File: src/rtl/sys_arr_result_drain.sv
// rtl/sys_arr_result_drain.sv - snapshot systolic array results on comp_done and stream them row-major
//
// Ports:
//   clk, nrst           clock, asynchronous active-low reset
//   comp_done           AND of all PE done flags; its rising edge triggers a capture
//   error_in            combined PE error flag, latched into err_out at capture
//   res_in              flattened accumulators, element (r,c) at [(r*K+c)*DW +: DW]
//   out_dat/out_valid/out_ready/out_last/out_idx
//                       result stream, one element per accepted handshake
//   busy                a capture is held and being streamed
//   drain_done          one-cycle pulse after the last element is accepted
//   err_out             error_in as seen at the last accepted capture
//   overrun             sticky: comp_done rose while a stream was in progress
module sys_arr_result_drain #(
    parameter  int M  = 2,
    parameter  int K  = 2,
    parameter  int DW = 32,
    localparam int N  = M * K,
    localparam int IW = (N > 1) ? $clog2(N) : 1
) (
    input  logic              clk,
    input  logic              nrst,
    input  logic              comp_done,
    input  logic              error_in,
    input  logic [N*DW-1:0]   res_in,
    output logic [DW-1:0]     out_dat,
    output logic              out_valid,
    input  logic              out_ready,
    output logic              out_last,
    output logic [IW-1:0]     out_idx,
    output logic              busy,
    output logic              drain_done,
    output logic              err_out,
    output logic              overrun
);

    typedef enum logic [1:0] {
        IDLE = 2'd0,
        SEND = 2'd1,
        DONE = 2'd2
    } state_t;

    localparam logic [IW-1:0] LAST_IDX = IW'(N - 1);

    state_t          state_q;
    logic [DW-1:0]   buf_q [N];
    logic [IW-1:0]   idx_q;
    logic [IW-1:0]   idx_d;
    logic [DW-1:0]   out_dat_q;
    logic            out_valid_q;
    logic            out_last_q;
    logic            busy_q;
    logic            drain_done_q;
    logic            err_q;
    logic            overrun_q;
    logic            comp_done_q;
    logic            trigger;

    assign trigger = comp_done & ~comp_done_q;
    assign idx_d   = idx_q + 1'b1;

    always_ff @(posedge clk or negedge nrst) begin
        if (!nrst) begin
            state_q      <= IDLE;
            for (int i = 0; i < N; i++) begin
                buf_q[i] <= '0;
            end
            idx_q        <= '0;
            out_dat_q    <= '0;
            out_valid_q  <= 1'b0;
            out_last_q   <= 1'b0;
            busy_q       <= 1'b0;
            drain_done_q <= 1'b0;
            err_q        <= 1'b0;
            overrun_q    <= 1'b0;
            comp_done_q  <= 1'b0;
        end else begin
            comp_done_q <= comp_done;
            case (state_q)
                // DONE behaves like IDLE for triggers, so a back-to-back
                // capture right after drain_done is not lost.
                IDLE, DONE: begin
                    drain_done_q <= 1'b0;
                    if (trigger) begin
                        for (int i = 0; i < N; i++) begin
                            buf_q[i] <= res_in[i*DW +: DW];
                        end
                        err_q       <= error_in;
                        idx_q       <= '0;
                        out_dat_q   <= res_in[DW-1:0];
                        out_last_q  <= (N == 1);
                        out_valid_q <= 1'b1;
                        busy_q      <= 1'b1;
                        state_q     <= SEND;
                    end else begin
                        state_q <= IDLE;
                    end
                end
                SEND: begin
                    // New results arriving mid-stream are dropped; the
                    // buffer keeps the capture currently being streamed.
                    if (trigger) begin
                        overrun_q <= 1'b1;
                    end
                    if (out_ready) begin
                        if (idx_q == LAST_IDX) begin
                            out_valid_q  <= 1'b0;
                            out_last_q   <= 1'b0;
                            busy_q       <= 1'b0;
                            drain_done_q <= 1'b1;
                            state_q      <= DONE;
                        end else begin
                            idx_q      <= idx_d;
                            out_dat_q  <= buf_q[idx_d];
                            out_last_q <= (idx_d == LAST_IDX);
                        end
                    end
                end
                default: begin
                    out_valid_q  <= 1'b0;
                    busy_q       <= 1'b0;
                    drain_done_q <= 1'b0;
                    state_q      <= IDLE;
                end
            endcase
        end
    end

    assign out_dat    = out_dat_q;
    assign out_valid  = out_valid_q;
    assign out_last   = out_last_q;
    assign out_idx    = idx_q;
    assign busy       = busy_q;
    assign drain_done = drain_done_q;
    assign err_out    = err_q;
    assign overrun    = overrun_q;

endmodule

File: config.mk
export PLATFORM = sky130hd
export DESIGN_NAME = sys_arr_result_drain
export DESIGN_NICKNAME = d
export VERILOG_FILES = /design/src/rtl/sys_arr_result_drain.sv
export SDC_FILE = /design/constraint.sdc
export NUM_CORES = 1
export LEC_CHECK = 0
export CAP_MARGIN = 15
export CORE_ASPECT_RATIO = 0.8
export CORE_UTILIZATION = 26
export DETAILED_ROUTE_END_ITERATION = 6
export GPL_ROUTABILITY_DRIVEN = 0
export HOLD_SLACK_MARGIN = 0.08
export PLACE_DENSITY = 0.54
export SLEW_MARGIN = 25
export SYNTH_ARGS = -nofsm -noshare
export SYNTH_HDL_FRONTEND = slang
export SYNTH_SLANG_ARGS = --single-unit
File: constraint.sdc
create_clock -name clk -period 2.9 [get_ports clk]
set_input_delay 0.87 -clock clk [delete_from_list [all_inputs] [get_ports clk]]
set_output_delay 0.87 -clock clk [all_outputs]
set_load 0.02 [all_outputs]
==> results.txt, run 1 <==
----------------------------------------------------
[STA]
  Unrepaired setup endpoints after global routing ... no
  Worst Hold Margin ... 0.3915 ns
  Final hold vios ... 0
  Final Max Slew Viols ... 0
  Slew Limit Headroom ... 37.85%
  Slack of the critical path ... 0.1401 ns
  Sum of negative setup slack ... 0 ns
  Setup violators final ... 0
  Fmax ... 0.3623 GHz
  Final worst path period share ... 95.17%
  Max Clock Skew ... 0.01061 ns
  Transition time of the tightest slew-check pin ... between 0.9 and 1 ns
  Minimum clock period after layout ... roughly 2.8 ns

[Place]
  Detailed placement HPWL ... ~15000 um
  Setup slack at placement ... between 0.2 and 0.3 ns
  # port buffers ... 172

[Critical path]
  Crit start category ... flop
  Critical path's slowest cell ... sky130_fd_sc_hd__clkdlybuf4s50_1
  Arrival time at the worst endpoint ... 1.89 ns
  Highest net fanout along the worst path ... 34
  Ordered list of cells on the worst path ... buf_4, clkdlybuf4s50_1
  Delay of the slowest cell on the worst path ... approximately 0.75 ns
  Worst setup path class ... flop to output port
  Largest delay contributor family on the critical path ... buffers and inverters
  Buffer and inverter count on the worst path ... 2
  Endpoint required time on the critical path ... 2.03 ns
  Nature of the critical path endpoint ... output port

[Clock tree]
  Post-CTS Repair Setup Buffers ... 0
  Largest buffer count on any clock path ... 2
  CTS tree ... done
  Clock transition at the registers of the reported paths ... ~0.07 ns
  Maximum level of the CTS H-tree ... 4
  Clock root buffer master ... sky130_fd_sc_hd__clkbuf_16
  Clock latency on the worst-skew pair ... approximately 0.43 ns
  Clock Sinks ... roughly 170
  Post-cts gate resize count ... 0
  Number of clock buffers inserted by TritonCTS ... 17
  Post-CTS Hold Fix Bufs ... 0

[Yosys]
  Synthesized-area fraction occupied by ao, oa, aoi and oai cells ... approximately 8.5%
  Share of synthesized cell area in and, or, nand and nor gates ... 24.55%
  Average footprint of a synthesized cell ... between 9 and 10 um^2
  Main combinational cell family by area after synthesis ... simple AND/OR/NAND/NOR gates
  Net count of the mapped netlist ... 964
  Synth warnings ... 0
  Mapped Cells ... 829
  Synth Register Bits ... 169
  Distinct cell type count of the synthesized netlist ... 29
  Xor and xnor fraction of the mapped netlist area ... 0%
  Summed instance area of the synthesized netlist ... 0.007666 mm^2
  Multiplexer fraction of the synthesized cell area ... roughly 6.5%
  Adder-cell share of the synthesized area ... less than 1%
  Register area share after synthesis ... between 50% and 60%

[Detailed routing]
  Number of vias per cell ... 4.544
  1st-pass router iterations ... 5
  Vias after detailed routing ... 6198
  Aggregate routed wire length ... between 20000 and 25000 um
  Initial detailed-routing violation count ... around 430
  WL/cell ... 16.76 um
  Number of remaining DRC errors ... 0
  Number of nets with antenna violations after routing ... 0

[Floorplan]
  Die extent in y ... 155.6 um
  Starting density of the core ... 26.78%
  Die Footprint ... 0.03018 mm^2
  Std-Cell Core Area ... 0.02863 mm^2
  Top Ports ... 173
  Rows ... 55
  DIE WIDTH ... ~190 um

[Pwr]
  Static leakage ... 4.801 nW
  Power density over cell area ... between 1000 and 1500 mW/mm^2
  Peak supply drop ... 0.0004672 V

[Cells and area]
  Post-synthesis to final-layout area growth ... 34.58%
  Core utilization of the finished layout ... 36.04%
  Total Nets Final ... approximately 1100
  Filler cell count in the final layout ... 2910
  Ratio of cells with drive above 1 in the final layout ... 10.57%

[Global route]
  Largest net degree at the start of global routing ... 71
  Initial antenna violation count ... 1
  Wire length of the first global-routing pass ... 35910 um
  Remaining Overflow, GRT ... 0
  Total GRT Usage ... 15.50%
  Vias in the first global route ... 6213

[Outcome]
  Run status ... complete, no violations

[Worst hold path]
  Worst hold path type ... input port to asynchronous set/reset pin

[Flow run]
  Number of maximum-capacitance violations ... 0

----------------------------------------------------
state kept, by name (all words and copies together) (netlist names):
register,cells
err_out,1
overrun,1
comp_done_q,1
out_dat,32
out_last,1
buf_q,128
busy,1
state_q,2
out_idx,2
routing by layer:
metal / up-vias / global-route usage (%) / part of all wire [%]
met2: 191 / 22.22 / 43
met4: 0 / 3.477 / 0.85
met5: - / 0 / 0
met3: 12 / 3.934 / 6.2
li1: 3048 / - / -
met1: 2947 / 23.15 / 50
power by group:
part,switching (mW),leakage [nW],internal (mW)
logic,2.61,2.44,2.18
clock network,1.01,0.272,1.20
registers,0.665,2.09,3.52
total,4.28,4.80,6.90
synthesized netlist by cell type:
library cell | count | area [um^2]
sky130_fd_sc_hd__nor2_1 | 3 | 11.26
sky130_fd_sc_hd__a21o_1 | 2 | 15.01
sky130_fd_sc_hd__nand2b_1 | 1 | 6.260
sky130_fd_sc_hd__a21oi_1 | 14 | 70.07
sky130_fd_sc_hd__clkbuf_1 | 15 | 56.30
sky130_fd_sc_hd__and3b_1 | 1 | 8.760
sky130_fd_sc_hd__buf_1 | 1 | 3.750
sky130_fd_sc_hd__nor3_1 | 12 | 60.06
sky130_fd_sc_hd__o31ai_1 | 20 | 150.1
sky130_fd_sc_hd__or3b_1 | 2 | 17.52
sky130_fd_sc_hd__and4bb_1 | 1 | 12.51
sky130_fd_sc_hd__a32o_1 | 1 | 10.01
sky130_fd_sc_hd__a222oi_1 | 12 | 120.1
sky130_fd_sc_hd__nand3b_1 | 2 | 15.01
sky130_fd_sc_hd__nand2_1 | 380 | 1426
sky130_fd_sc_hd__nand3_1 | 32 | 160.2
sky130_fd_sc_hd__buf_2 | 31 | 155.2
sky130_fd_sc_hd__nor2b_1 | 22 | 137.6
sky130_fd_sc_hd__o21ai_0 | 2 | 10.01
sky130_fd_sc_hd__nor3b_1 | 2 | 15.01
sky130_fd_sc_hd__or4bb_1 | 1 | 11.26
sky130_fd_sc_hd__o22ai_1 | 20 | 125.1
sky130_fd_sc_hd__inv_1 | 1 | 3.750
sky130_fd_sc_hd__dfrtp_1 | 169 | 4229
sky130_fd_sc_hd__buf_6 | 12 | 135.1
sky130_fd_sc_hd__ha_1 | 2 | 25.02
sky130_fd_sc_hd__mux2_2 | 44 | 495.5
sky130_fd_sc_hd__buf_4 | 4 | 30.03
sky130_fd_sc_hd__a211oi_1 | 20 | 150.1
cell type report:
type	count	area [um^2]	share of cell area [%]
Sequential cell	169	4230	41.00
Multi-Input combinational cell	596	3065	29.71
Timing Repair Buffer	195	1983	19.22
Clock buffer	21	480.5	4.657
Tap cell	370	462.9	4.487
Clock inverter	11	88.84	0.8610
Inverter	1	3.754	0.03638
Antenna cell	1	2.502	0.02425
cell usage in the layout, fill, tap and decap left out, drive strengths merged, types with 3 or more instances in the layout:
cell type	count
nand2	380
clkdlybuf4s50	171
dfrtp	169
mux2	44
nand3	32
buf	24
nor2b	22
clkbuf	21
o22ai	20
a211oi	20
o31ai	20
a21oi	14
a222oi	12
nor3	12
clkinv	6
clkinvlp	3
nor2	3
inv	3
through the flow:
step	power [mW]	area, um^2	cells
3_3_place_gp	8.996	9746	1331
3_5_place_dp	9.072	9746	1331
2_1_floorplan	7.274	7666	829
6_report	11.19	10320	1364
5_1_grt	12.03	10310	1363
4_1_cts	11.33	10310	1363
worst reg2reg max path, delay by kind of cell (launching register included):
family	cells	cell delay, ns
AO/OA/AOI/OAI	2	0.35
buffers and inverters	2	0.40
AND/OR/NAND/NOR	1	0.67
adder cells (fa/ha/maj)	1	0.25
flip-flops	1	0.40
final timing paths:
kind | startpoint | endpoint | slack (ns) | cells past startpoint
worst max-delay path | out_idx[0] | out_idx[0] | 0.14 | 2
worst min-delay path | nrst | out_dat[15] | 0.39 | 1
worst max register to register | out_idx[0] | out_dat[29] | 0.71 | 6
worst min register to register | overrun | overrun | 0.47 | 1
max in group asynchronous | nrst | buf_q[94] | 1.85 | 2
min in group clk | overrun | overrun | 0.47 | 1
logic make-up (layout without fill, tap and decap cells):
kind of cell             count (synthesis)  in the layout
flip-flops                             169            169
other                                    0              1
adder cells (fa/ha/maj)                  2              2
AO/OA/AOI/OAI                           91             91
multiplexers                            44             44
buffers and inverters                   64            228
AND/OR/NAND/NOR                        459            459
(Power assumes the default switching activity.)
==> run 2: changes to the inputs <==
--- a/config.mk
+++ b/config.mk
@@ -6,12 +6,16 @@
 export NUM_CORES = 1
 export LEC_CHECK = 0
 export CAP_MARGIN = 15
+export CELL_PAD_IN_SITES_DETAIL_PLACEMENT = 1
+export CELL_PAD_IN_SITES_GLOBAL_PLACEMENT = 2
 export CORE_ASPECT_RATIO = 0.8
+export CORE_MARGIN = 1.5
 export CORE_UTILIZATION = 26
 export DETAILED_ROUTE_END_ITERATION = 6
 export GPL_ROUTABILITY_DRIVEN = 0
 export HOLD_SLACK_MARGIN = 0.08
-export PLACE_DENSITY = 0.54
+export PLACE_DENSITY = 0.77
+export SKIP_LAST_GASP = 1
 export SLEW_MARGIN = 25
 export SYNTH_ARGS = -nofsm -noshare
 export SYNTH_HDL_FRONTEND = slang
==> run 2 against run 1 <==
Effect of this change:
- the flow now finishes with violations (design-rule violations)
- routed wire length increased by 5.7%
- die area rose by 1.2%
- total power increased by 1.8%
- clock skew rose by 0.00092 ns
- global-route usage is 0.99 points higher
- worst hold slack improved by 0.058 ns
- maximum frequency increased by 10%
- clock-buffer cell count unchanged
- non-clock buffer count is 2 higher
- clock power is 8% higher
- combinational power hardly changed
- critical endpoint is now drain_done
- highest routed layer unchanged
==> results.txt, run 2 (synthesized netlist as in run 1, its figures left out) <==
----------------------------------------------------
[Outcome]
  Run status ... finished, violations left
  Violations in the final reports ... design-rule violations

[Flow run]
  Number of maximum-capacitance violations ... 0 (unchanged)

[Floorplan]
  Std-Cell Core Area ... 0.02915 mm^2 (+1.8%)
  DIE WIDTH ... 195.0 um (+0.52%)
  Die extent in y ... 156.6 um (+0.64%)
  Rows ... 56 (+1.8%)
  Die Footprint ... 0.03053 mm^2 (+1.2%)
  Top Ports ... 173 (unchanged)
  Starting density of the core ... 26.30% (-0.48 points)

[Clock tree]
  Maximum level of the CTS H-tree ... 4 (unchanged)
  Clock root buffer master ... sky130_fd_sc_hd__clkbuf_16
  Largest buffer count on any clock path ... 2 (unchanged)
  Post-CTS Hold Fix Bufs ... 0 (unchanged)
  Clock Sinks ... 169 (unchanged)
  Clock transition at the registers of the reported paths ... 0.07 ns (about the same)
  Post-CTS Repair Setup Buffers ... 0 (unchanged)
  Clock latency on the worst-skew pair ... 0.43 ns (about the same)
  CTS tree ... done
  Number of clock buffers inserted by TritonCTS ... 17 (unchanged)
  Post-cts gate resize count ... 0 (unchanged)

[Critical path]
  Arrival time at the worst endpoint ... 1.64 ns (-0.25 ns)
  Worst setup path class ... flop to output port
  Reg2reg start ... out_idx[1]
  Highest net fanout along the worst path ... 10 (-71%)
  Nature of the critical path endpoint ... output port
  Delay of the slowest cell on the worst path ... 0.69 ns (-0.06 ns)
  Critical path's slowest cell ... sky130_fd_sc_hd__clkdlybuf4s50_1
  Ordered list of cells on the worst path ... clkdlybuf4s50_1
  Critical path startpoint ... state_q[1]
  Largest delay contributor family on the critical path ... buffers and inverters
  Endpoint required time on the critical path ... 2.03 ns (about the same)
  Crit start category ... flop
  Buffer and inverter count on the worst path ... 1 (-1)

[STA]
  Slack of the critical path ... 0.3924 ns (+0.2523 ns)
  Setup violators final ... 0 (unchanged)
  Transition time of the tightest slew-check pin ... 0.9998 ns (+0.06761 ns)
  Max Clock Skew ... 0.01153 ns (+0.0009182 ns)
  Sum of negative setup slack ... 0 ns (unchanged)
  Minimum clock period after layout ... 2.508 ns (-0.2523 ns)
  Worst Hold Margin ... 0.4497 ns (+0.05822 ns)
  Slew Limit Headroom ... 33.34% (-4.5 points)
  Final hold vios ... 0 (unchanged)
  Final Max Slew Viols ... 0 (unchanged)
  Unrepaired setup endpoints after global routing ... no
  Final worst path period share ... 86.47% (-8.7 points)
  Fmax ... 0.3988 GHz (+10%)

[Global route]
  Vias in the first global route ... 6778 (+9.1%)
  Total GRT Usage ... 16.50% (+0.99 points)
  Largest net degree at the start of global routing ... 78 (+9.9%)
  Wire length of the first global-routing pass ... 38960 um (+8.5%)
  Initial antenna violation count ... 1 (unchanged)
  Remaining Overflow, GRT ... 0 (unchanged)

[Worst hold path]
  Worst hold path type ... input port to asynchronous set/reset pin

[Cells and area]
  Number of flip-flops in the largest register ... 128 (unchanged)
  Total Nets Final ... 1117 (+0.18%)
  Filler cell count in the final layout ... 3406 (+17%)
  Core utilization of the finished layout ... 35.50% (-0.54 points)
  Most common cell after layout, fill and taps aside ... sky130_fd_sc_hd__nand2_1
  Most frequent cells in the layout ... sky130_fd_sc_hd__nand2_1 (380), sky130_fd_sc_hd__clkdlybuf4s50_1 (171), sky130_fd_sc_hd__dfrtp_1 (168)
  Post-route cell area ... 0.01035 mm^2 (+0.28%)
  Ratio of cells with drive above 1 in the final layout ... 10.75% (+0.18 points)
  Reg with most FFs ... buf_q
  Post-synthesis to final-layout area growth ... 34.96%

[Detailed routing]
  Vias after detailed routing ... 6377 (+2.9%)
  Number of remaining DRC errors ... 8 (+8)
  Number of vias per cell ... 4.645 (+2.2%)
  Aggregate routed wire length ... 24160 um (+5.7%)
  Initial detailed-routing violation count ... 377 (-13%)
  WL/cell ... 17.60 um (+5.0%)
  Number of nets with antenna violations after routing ... 0 (unchanged)
  1st-pass router iterations ... 7 (+2)

[Pwr]
  Static leakage ... 4.820 nW (+0.40%)
  Power density over cell area ... 1101 mW/mm^2 (+1.5%)
  Peak supply drop ... 0.0003608 V (-23%)

[Place]
  Placement Cell Area ... 0.009737 mm^2 (about the same)
  Detailed placement HPWL ... 16420 um (+6.0%)
  # port buffers ... 172 (unchanged)
  Setup slack at placement ... 0.2902 ns (-0.003823 ns)

----------------------------------------------------
run 2: area by class of cell:
cell class                 instances  area (um^2)  area share (%)
inverter                           1        3.754         0.03628
clock inverter                    11        136.4           1.318
multi-input combinational        596         3070           29.68
sequential                       169         4230           40.89
clock buffer                      21        470.5           4.547
tap                              377        471.7           4.559
antenna                            1        2.502         0.02419
timing repair buffer             197         1961           18.95
run 2: where the power goes:
part	leakage (nW)	total [mW]	switching [mW]	internal, mW
registers	2.09	4.21	0.683	3.52
clock network	0.291	2.37	1.02	1.35
logic	2.44	4.81	2.64	2.17
run 2: worst paths after layout:
kind,to,slack (ns),cells after the start
min,buf_q[124],0.45,1
min reg2reg,buf_q[70],0.47,2
max,drain_done,0.39,1
max in group asynchronous,buf_q[101],1.72,2
min in group clk,buf_q[70],0.47,2
max reg2reg,out_dat[15],0.79,5
run 2: per-layer routing:
layer  vias up  part of all wire [%]  global-route usage, %
met5         -                     0                      0
met1      3181                    52                  23.87
met3        16                   4.2                  3.836
met2       128                    43                  24.91
li1       3052                     -                      -
met4         0                  0.70                  3.691
run 2: through the flow:
stage | cells | total power [mW]
floorplan | 829 | 7.274
global placement | 1340 | 9.003
detailed placement | 1340 | 9.126
CTS | 1372 | 11.56
global route | 1372 | 12.28
finish | 1373 | 11.39
